--- src/rtl/ram_arb_pkg.sv ---
// Shared constants for the data-RAM port arbiter.
package ram_arb_pkg;

    localparam int unsigned AW_DEF = 8;
    localparam int unsigned DW_DEF = 32;

    // Port identifiers as carried through the read-response pipeline
    localparam logic PORT_CORE = 1'b0;
    localparam logic PORT_LOAD = 1'b1;

    // Lock ownership; OWN_NONE means neither port holds the RAM
    typedef enum logic [1:0] {
        OWN_CORE = 2'd0,
        OWN_LOAD = 2'd1,
        OWN_NONE = 2'd2
    } owner_e;

    localparam owner_e NO_OWNER = OWN_NONE;

    // Map a port id onto its lock-owner encoding
    function automatic owner_e owner_of(input logic port);
        return (port == PORT_LOAD) ? OWN_LOAD : OWN_CORE;
    endfunction

endpackage

--- src/rtl/ram_port_arbiter_rsp_pipe.sv ---
// Read-response tracker: DEPTH-deep {valid, port id} shift register.
module rsp_pipe #(
    parameter int unsigned DEPTH = 1
) (
    input  logic clk,
    input  logic rst_n,
    input  logic in_valid,
    input  logic in_id,
    output logic out_valid,
    output logic out_id
);

    logic vld_q [DEPTH];
    logic id_q  [DEPTH];

    // Shift each granted read toward the tail; reset drops everything in flight
    always_ff @(posedge clk or negedge rst_n) begin
        if (!rst_n) begin
            for (int i = 0; i < int'(DEPTH); i++) begin
                vld_q[i] <= 1'b0;
                id_q[i]  <= 1'b0;
            end
        end else begin
            vld_q[0] <= in_valid;
            id_q[0]  <= in_id;
            for (int i = 1; i < int'(DEPTH); i++) begin
                vld_q[i] <= vld_q[i-1];
                id_q[i]  <= id_q[i-1];
            end
        end
    end

    assign out_valid = vld_q[DEPTH-1];
    assign out_id    = id_q[DEPTH-1];

endmodule

--- src/rtl/ram_port_arbiter.sv ---
// Two-port arbiter in front of the single-port data RAM, with lock support.
module ram_port_arbiter
    import ram_arb_pkg::*;
#(
    parameter int unsigned AW         = AW_DEF,
    parameter int unsigned DW         = DW_DEF,
    parameter int unsigned RD_LAT     = 1,
    parameter int unsigned FIXED_PRIO = 0
) (
    input  logic          clk,
    input  logic          rst_n,

    input  logic          p0_valid,
    input  logic          p0_we,
    input  logic          p0_lock,
    input  logic [AW-1:0] p0_addr,
    input  logic [DW-1:0] p0_wdata,
    output logic          p0_ready,
    output logic          p0_rvalid,
    output logic [DW-1:0] p0_rdata,

    input  logic          p1_valid,
    input  logic          p1_we,
    input  logic          p1_lock,
    input  logic [AW-1:0] p1_addr,
    input  logic [DW-1:0] p1_wdata,
    output logic          p1_ready,
    output logic          p1_rvalid,
    output logic [DW-1:0] p1_rdata,

    output logic [AW-1:0] ram_address,
    output logic [DW-1:0] ram_data,
    output logic          ram_rden,
    output logic          ram_wren,
    input  logic [DW-1:0] ram_q
);

    owner_e        lock_owner, lock_owner_d;
    logic          rr_ptr, rr_ptr_d;
    logic [AW-1:0] addr_q;
    logic [DW-1:0] data_q;

    logic          gnt0, gnt1, gnt_any;
    logic          win_sel, win_we;
    logic [AW-1:0] win_addr;
    logic [DW-1:0] win_wdata;
    logic          rsp_valid, rsp_id;

    // Arbiter state plus last-driven address/data so the RAM bus stays quiet when idle
    always_ff @(posedge clk or negedge rst_n) begin
        if (!rst_n) begin
            lock_owner <= NO_OWNER;
            rr_ptr     <= PORT_CORE;
            addr_q     <= '0;
            data_q     <= '0;
        end else begin
            lock_owner <= lock_owner_d;
            rr_ptr     <= rr_ptr_d;
            if (gnt_any) begin
                addr_q <= win_addr;
                data_q <= win_wdata;
            end
        end
    end

    // Grant selection, round-robin pointer and lock ownership update
    always_comb begin
        gnt0         = 1'b0;
        gnt1         = 1'b0;
        rr_ptr_d     = rr_ptr;
        lock_owner_d = lock_owner;
        if (rst_n) begin
            case (lock_owner)
                OWN_CORE: gnt0 = p0_valid;
                OWN_LOAD: gnt1 = p1_valid;
                default: begin
                    if (p0_valid && p1_valid) begin
                        if (FIXED_PRIO != 0) begin
                            gnt0 = 1'b1;
                        end else begin
                            gnt0     = (rr_ptr == PORT_CORE);
                            gnt1     = (rr_ptr == PORT_LOAD);
                            rr_ptr_d = ~rr_ptr;
                        end
                    end else begin
                        gnt0 = p0_valid;
                        gnt1 = p1_valid;
                    end
                end
            endcase

            if (gnt0) begin
                if (p0_lock) begin
                    lock_owner_d = owner_of(PORT_CORE);
                end else if (lock_owner == OWN_CORE) begin
                    lock_owner_d = NO_OWNER;
                end
            end
            if (gnt1) begin
                if (p1_lock) begin
                    lock_owner_d = owner_of(PORT_LOAD);
                end else if (lock_owner == OWN_LOAD) begin
                    lock_owner_d = NO_OWNER;
                end
            end
        end
    end

    // Winner mux onto the RAM; enables only pulse on a grant
    always_comb begin
        gnt_any     = gnt0 | gnt1;
        win_sel     = gnt1;
        win_we      = win_sel ? p1_we    : p0_we;
        win_addr    = win_sel ? p1_addr  : p0_addr;
        win_wdata   = win_sel ? p1_wdata : p0_wdata;
        ram_address = gnt_any ? win_addr  : addr_q;
        ram_data    = gnt_any ? win_wdata : data_q;
        ram_wren    = gnt_any &  win_we;
        ram_rden    = gnt_any & ~win_we;
    end

    assign p0_ready = gnt0;
    assign p1_ready = gnt1;

    rsp_pipe #(
        .DEPTH (RD_LAT)
    ) u_rsp_pipe (
        .clk       (clk),
        .rst_n     (rst_n),
        .in_valid  (ram_rden),
        .in_id     (win_sel),
        .out_valid (rsp_valid),
        .out_id    (rsp_id)
    );

    assign p0_rvalid = rsp_valid && (rsp_id == PORT_CORE);
    assign p1_rvalid = rsp_valid && (rsp_id == PORT_LOAD);
    assign p0_rdata  = ram_q;
    assign p1_rdata  = ram_q;

endmodule

--- config.mk ---
export PLATFORM = sky130hd
export DESIGN_NAME = ram_port_arbiter
export DESIGN_NICKNAME = d
export VERILOG_FILES = /design/src/rtl/ram_arb_pkg.sv /design/src/rtl/ram_port_arbiter_rsp_pipe.sv /design/src/rtl/ram_port_arbiter.sv
export SDC_FILE = /design/constraint.sdc
export NUM_CORES = 1
export LEC_CHECK = 0
export ABC_AREA = 1
export BUFFER_PORTS_ARGS = -buffer_cell sky130_fd_sc_hd__buf_2
export CAP_MARGIN = 20
export CORE_ASPECT_RATIO = 1.1
export CORE_MARGIN = 2
export CORE_UTILIZATION = 36
export CTS_BUF_LIST = sky130_fd_sc_hd__clkbuf_2 sky130_fd_sc_hd__clkbuf_4 sky130_fd_sc_hd__clkbuf_8
export DETAILED_ROUTE_END_ITERATION = 7
export PLACE_DENSITY = 0.82
export SLEW_MARGIN = 20
export SYNTH_ARGS = -nofsm -noshare
export SYNTH_HDL_FRONTEND = slang
export SYNTH_SLANG_ARGS = --single-unit
export TNS_END_PERCENT = 100
--- constraint.sdc ---
create_clock -name clk -period 1.45 [get_ports clk]
set_input_delay 0.29 -clock clk [delete_from_list [all_inputs] [get_ports clk]]
set_output_delay 0.29 -clock clk [all_outputs]
set_load 0.1 [all_outputs]
Yosys cells after proc, flatten, opt, wreduce, memory -nomap -nowiden
Index checks and enable logic that the tools add are counted.
{"block": "word_totals", "ff_bits": 45, "input_bits": 120, "output_inout_bits": 110, "word_cells": 39}
{"block": "op_classes", "eq_ne": 1, "muxes": 19, "bitwise": 7, "n_reduce_logical": 6}
{"operator": "$mux W32", "count": 2}
{"operator": "$mux W8", "count": 2}
{"operator": "$mux W2", "count": 6}
{"operator": "$mux W1", "count": 7}
{"operator": "$not A1 Y1", "count": 4}
{"operator": "$pmux W1 S2", "count": 2}
{"operator": "$logic_and A1 B1 Y1", "count": 3}
{"operator": "$reduce_and A3 Y1", "count": 1}
{"operator": "$and A1 B1 Y1", "count": 2}
{"operator": "$eq A2 B1 Y1 const B", "count": 1}
{"operator": "$logic_not A2 Y1", "count": 1}
{"operator": "$reduce_or A2 Y1", "count": 1}
{"operator": "$or A1 B1 Y1", "count": 1}

Longest topological paths before layout
{"block": "depth", "word_depth": 8, "depth_mapped": 8, "ltp_nobuf": 7}

Cells and area by module
A second synthesis with hierarchy kept.
{"block": "unflattened", "hier_cells": 340, "hier_area_um2": 2813.9}
{"mod": "ram_port_arbiter", "n_inst": 1, "cells_per_inst": 338, "area_each_um2": 2763.9, "seq_area_each_um2": 1077.3}
{"mod": "rsp_pipe", "n_inst": 1, "cells_per_inst": 2, "area_each_um2": 50.0, "seq_area_each_um2": 50.0}

Worst setup path before layout
No wires, ideal clock.
{"block": "synth_timing", "path_kind": "register -> output", "start": "register lock_owner[1]", "end": "output ram_rden", "arrival_time_ns": 2.300, "required_time_ns": 1.160, "slack_ns": -1.140, "stages_incl_launch_ff": 7, "n_path_buf": 0, "path_cell_list": "dfstp_2 nand2_1 nand3_4 nand3_4 nand2_1 inv_1 nor2_1"}
{"block": "synth_between", "elab_chain_cells": 7, "elab_cells_between_ends": 12, "classes_between": "eq/ne (1); mux (7); bitwise (3); reduce/logical (1)"}
{"element": "start: declaration", "line": "ram_port_arbiter.sv:38", "source": "owner_e lock_owner, lock_owner_d;"}
{"element": "start signal: assignment", "line": "ram_port_arbiter.sv:57", "source": "lock_owner <= lock_owner_d;"}
{"element": "$eq A2 B1 Y1 or $logic_not A2 Y1 (tied branches)", "line": "ram_port_arbiter.sv:73", "source": "case (lock_owner)"}
{"element": "$pmux W1 S2", "line": "ram_port_arbiter.sv:73"}
{"element": "$mux W1 (2 in series)", "line": "ram_port_arbiter.sv:72", "source": "if (rst_n) begin"}
{"element": "$mux W1", "line": "ram_port_arbiter.sv:113", "source": "win_we = win_sel ? p1_we : p0_we;"}
{"element": "$not A1 Y1", "line": "ram_port_arbiter.sv:119", "source": "ram_rden = gnt_any & ~win_we;"}
{"element": "$and A1 B1 Y1 *", "line": "ram_port_arbiter.sv:119"}
{"element": "end: declaration", "line": "ram_port_arbiter.sv:33", "source": "output logic ram_rden,"}
Mark *: on every way between the ends. The rest lies on a longest branch, timed or not. The select of a mux whose other input is x is not followed.

Worst setup path after layout
Same ends and word-level chain as after synthesis.

==> qor.csv <==
metric,value,unit
grt_max_degree,46,
die_h,96.73,um
critPathKind,reg -> out,
synth_cells,340,
setup_violations,88,
period_share,1.572,
drc,0,
finalHoldViolations,0,
cap_viol_max_count,0,
clkLatencyLatePin,0.29,ns
synth_top_area_share,0.3913,
io_pins,230,
setup_slack,-0.8295,ns
synth.distinct_cells,18,
setup_tns,-42.23,ns
relSlewSlack,0.6598,
cts_buffers,5,
syn_avg_cell_area,8.276,sq um
area_growth,85.90,%
path_clk_slew,0.09,ns
grt_pass1_wl,14.32,mm
synth_warnings,0,
required,1.16,ns
rsz0062_at_grt,true,
gp_congestion,0.7493,
violations,setup timing,
grt_use_met2,0.3887,
gr-usage-met1,0.2307,
start_util,0.3745,
min_path_type,in -> async,
hold_slack,0.03121,ns
cp-start-kind,flop,
async_reset_ff_frac,1.000,
fin_crit,2.280,ns
antenna_found_initial,0,
synth-seq-cells,45,
grt_overflow,0,
cts-hold-fix-buffers,0,
tightest_slew,0.5102,ns
dp_hpwl,6.426,mm
synth_top_area_cell,dfrtp_1,
synth_edf_count,0,
use_met3,0.05546,
die_w,88.30,um
grt_usage,0.2123,
diodes,0,
fill_cells,537,
cts.sinks,45,
ys_seq_area_frac,0.4006,
critPathArrivalTime,1.99,ns
wl_per_cell,18.13,um
cts_tree,yes,
status,finished with violations,
nNetsFinal,557,
syn-num-nets,460,
die_area,8540,sq um
cp-end-kind,output pin,
drive_gt1_frac,0.7254,
final_core_util,0.6961,
drv_slew,0,
p_leak,2.504,nW
syn_area,2814,sq um
coreArea,7515,sq um
cts_root_buf,clkbuf_8,
ys.flop_type,dfrtp_1,
grt-busiest-layer,met2,
yosysMostFrequentCell,nand3_1,
cp_max_fo,7,
p_per_area,2799,nW/um^2
htreeDepth,2,
max_freq,438.7,MHz
fp-row-count,33,
finalClockSkew,0.003247,ns
routed_wl,9.828,mm
drt-initial-drc-count,66,
dr.pass1.iters,4,
vdd_ir_drop_max,1807,uV
vias_per_cell,5.240,
synthTopCellsByArea,"dfrtp_1 (39%), buf_4 (17%), nand3_1 (14%)",
grt_pass1_vias,2905,
port_buffers,133,
clk_path_buf_depth,2,
synth_common_cells,"nand3_1 (81), buf_4 (64), nand2_1 (56)",
ant_nets,0,
vias,2840,
state kept, by name, summed over array words and instances (netlist names):
| name | cells |
|---|---|
| addr_q | 8 |
| data_q | 32 |
| lock_owner | 2 |
| rr_ptr | 1 |
| u_rsp_pipe.out_id | 1 |
| u_rsp_pipe.out_valid | 1 |
layout make-up:
| type | instances | area [sq um] | area share |
|---|---|---|---|
| timing repair inverter | 1 | 30.03 | 0.005740 |
| sequential | 45 | 1127 | 0.2155 |
| multi-input combinational | 195 | 1861 | 0.3557 |
| inverter | 10 | 70.07 | 0.01339 |
| timing repair buffer | 179 | 1922 | 0.3674 |
| tap | 105 | 131.4 | 0.02511 |
| clock buffer | 7 | 90.09 | 0.01722 |
report_power, final:
| part | internal [mW] | leakage [nW] | switching [mW] | total [mW] |
|---|---|---|---|---|
| combinational | 4.32 | 1.90 | 7.31 | 11.6 |
| clock | 0.398 | 0.0477 | 0.423 | 0.821 |
| sequential | 1.86 | 0.551 | 0.323 | 2.18 |
| total | 6.58 | 2.50 | 8.06 | 14.6 |
cell usage in the layout (no fill, tap or decap):
master / count
buf_2: 86
buf_12: 53
nand3_4: 46
nand4_1: 46
dfrtp_1: 44
nand3_2: 38
nand2_2: 33
buf_4: 30
nand2_1: 20
inv_1: 7
clkbuf_8: 6
clkbuf_16: 4
buf_6: 4
nor2_2: 3
nand2_4: 3
nor2_4: 3
clkinv_16: 2
clkinvlp_4: 1
inv_4: 1
o21ai_0: 1
a21oi_1: 1
xnor2_1: 1
clkbuf_4: 1
buf_16: 1
bufbuf_16: 1
dfstp_2: 1
metal layers:
metal / share of wire / wire, um / vias up
li1: - / - / 1300
met1: 0.36 / 3509 / 1379
met2: 0.56 / 5534 / 144
met3: 0.059 / 583 / 17
met4: 0.020 / 200 / 0
met5: 0 / 0 / -
repair_timing:
| action | in CTS | in global routing |
|---|---|---|
| resized for setup | 26 | 66 |
| gates cloned | 2 | 6 |
| buffers inserted | 2 | 3 |
| pin swaps | 2 | 6 |
| setup endpoints to repair | 87 | 88 |
through the flow:
stage / total power [mW] / area (sq um) / cells / setup slack [ns]
6_report: 14.64 / 5231 / 542 / -0.8295
3_5_place_dp: 12.87 / 4512 / 522 / -0.6557
2_1_floorplan: 9.877 / 3379 / 340 / -0.3853
3_3_place_gp: 12.67 / 4512 / 522 / -0.5792
4_1_cts: 13.99 / 4798 / 533 / -0.8239
5_1_grt: 15.23 / 5231 / 542 / -0.9186
worst max-delay path, stage by stage (launching register included):
cell and delay [ns]:
dfstp_2 0.62, buf_6 0.13, nand2_2 0.05, nand3_4 0.09, nand3_4 0.17, clkbuf_16 0.22, nand2_2 0.07, nand2_2 0.06
nor2_4 0.11, buf_12 0.18
final timing paths:
kind | slack (ns) | from | cells after the start | to
min in group clk | 0.25 | p0_wdata[26] | 3 | data_q[26]
min | 0.03 | rst_n | 2 | data_q[13]
max | -0.83 | lock_owner[1] | 9 | ram_rden
max in group asynchronous | 1.10 | rst_n | 4 | data_q[1]
max reg2reg | -0.30 | lock_owner[1] | 8 | data_q[22]
min reg2reg | 0.54 | data_q[3] | 2 | data_q[3]
kinds of logic after synthesis:
logic type / Yosys count / share of synthesized area
buffers and inverters: 100 / 0.2459
AOI/OAI and AO/OA: 2 / 0.003554
and+or+nand+nor: 192 / 0.3468
xor gates and xnor gates: 1 / 0.003113
DFF: 45 / 0.4006
Note: power is estimated with default switching activity, not from simulation.
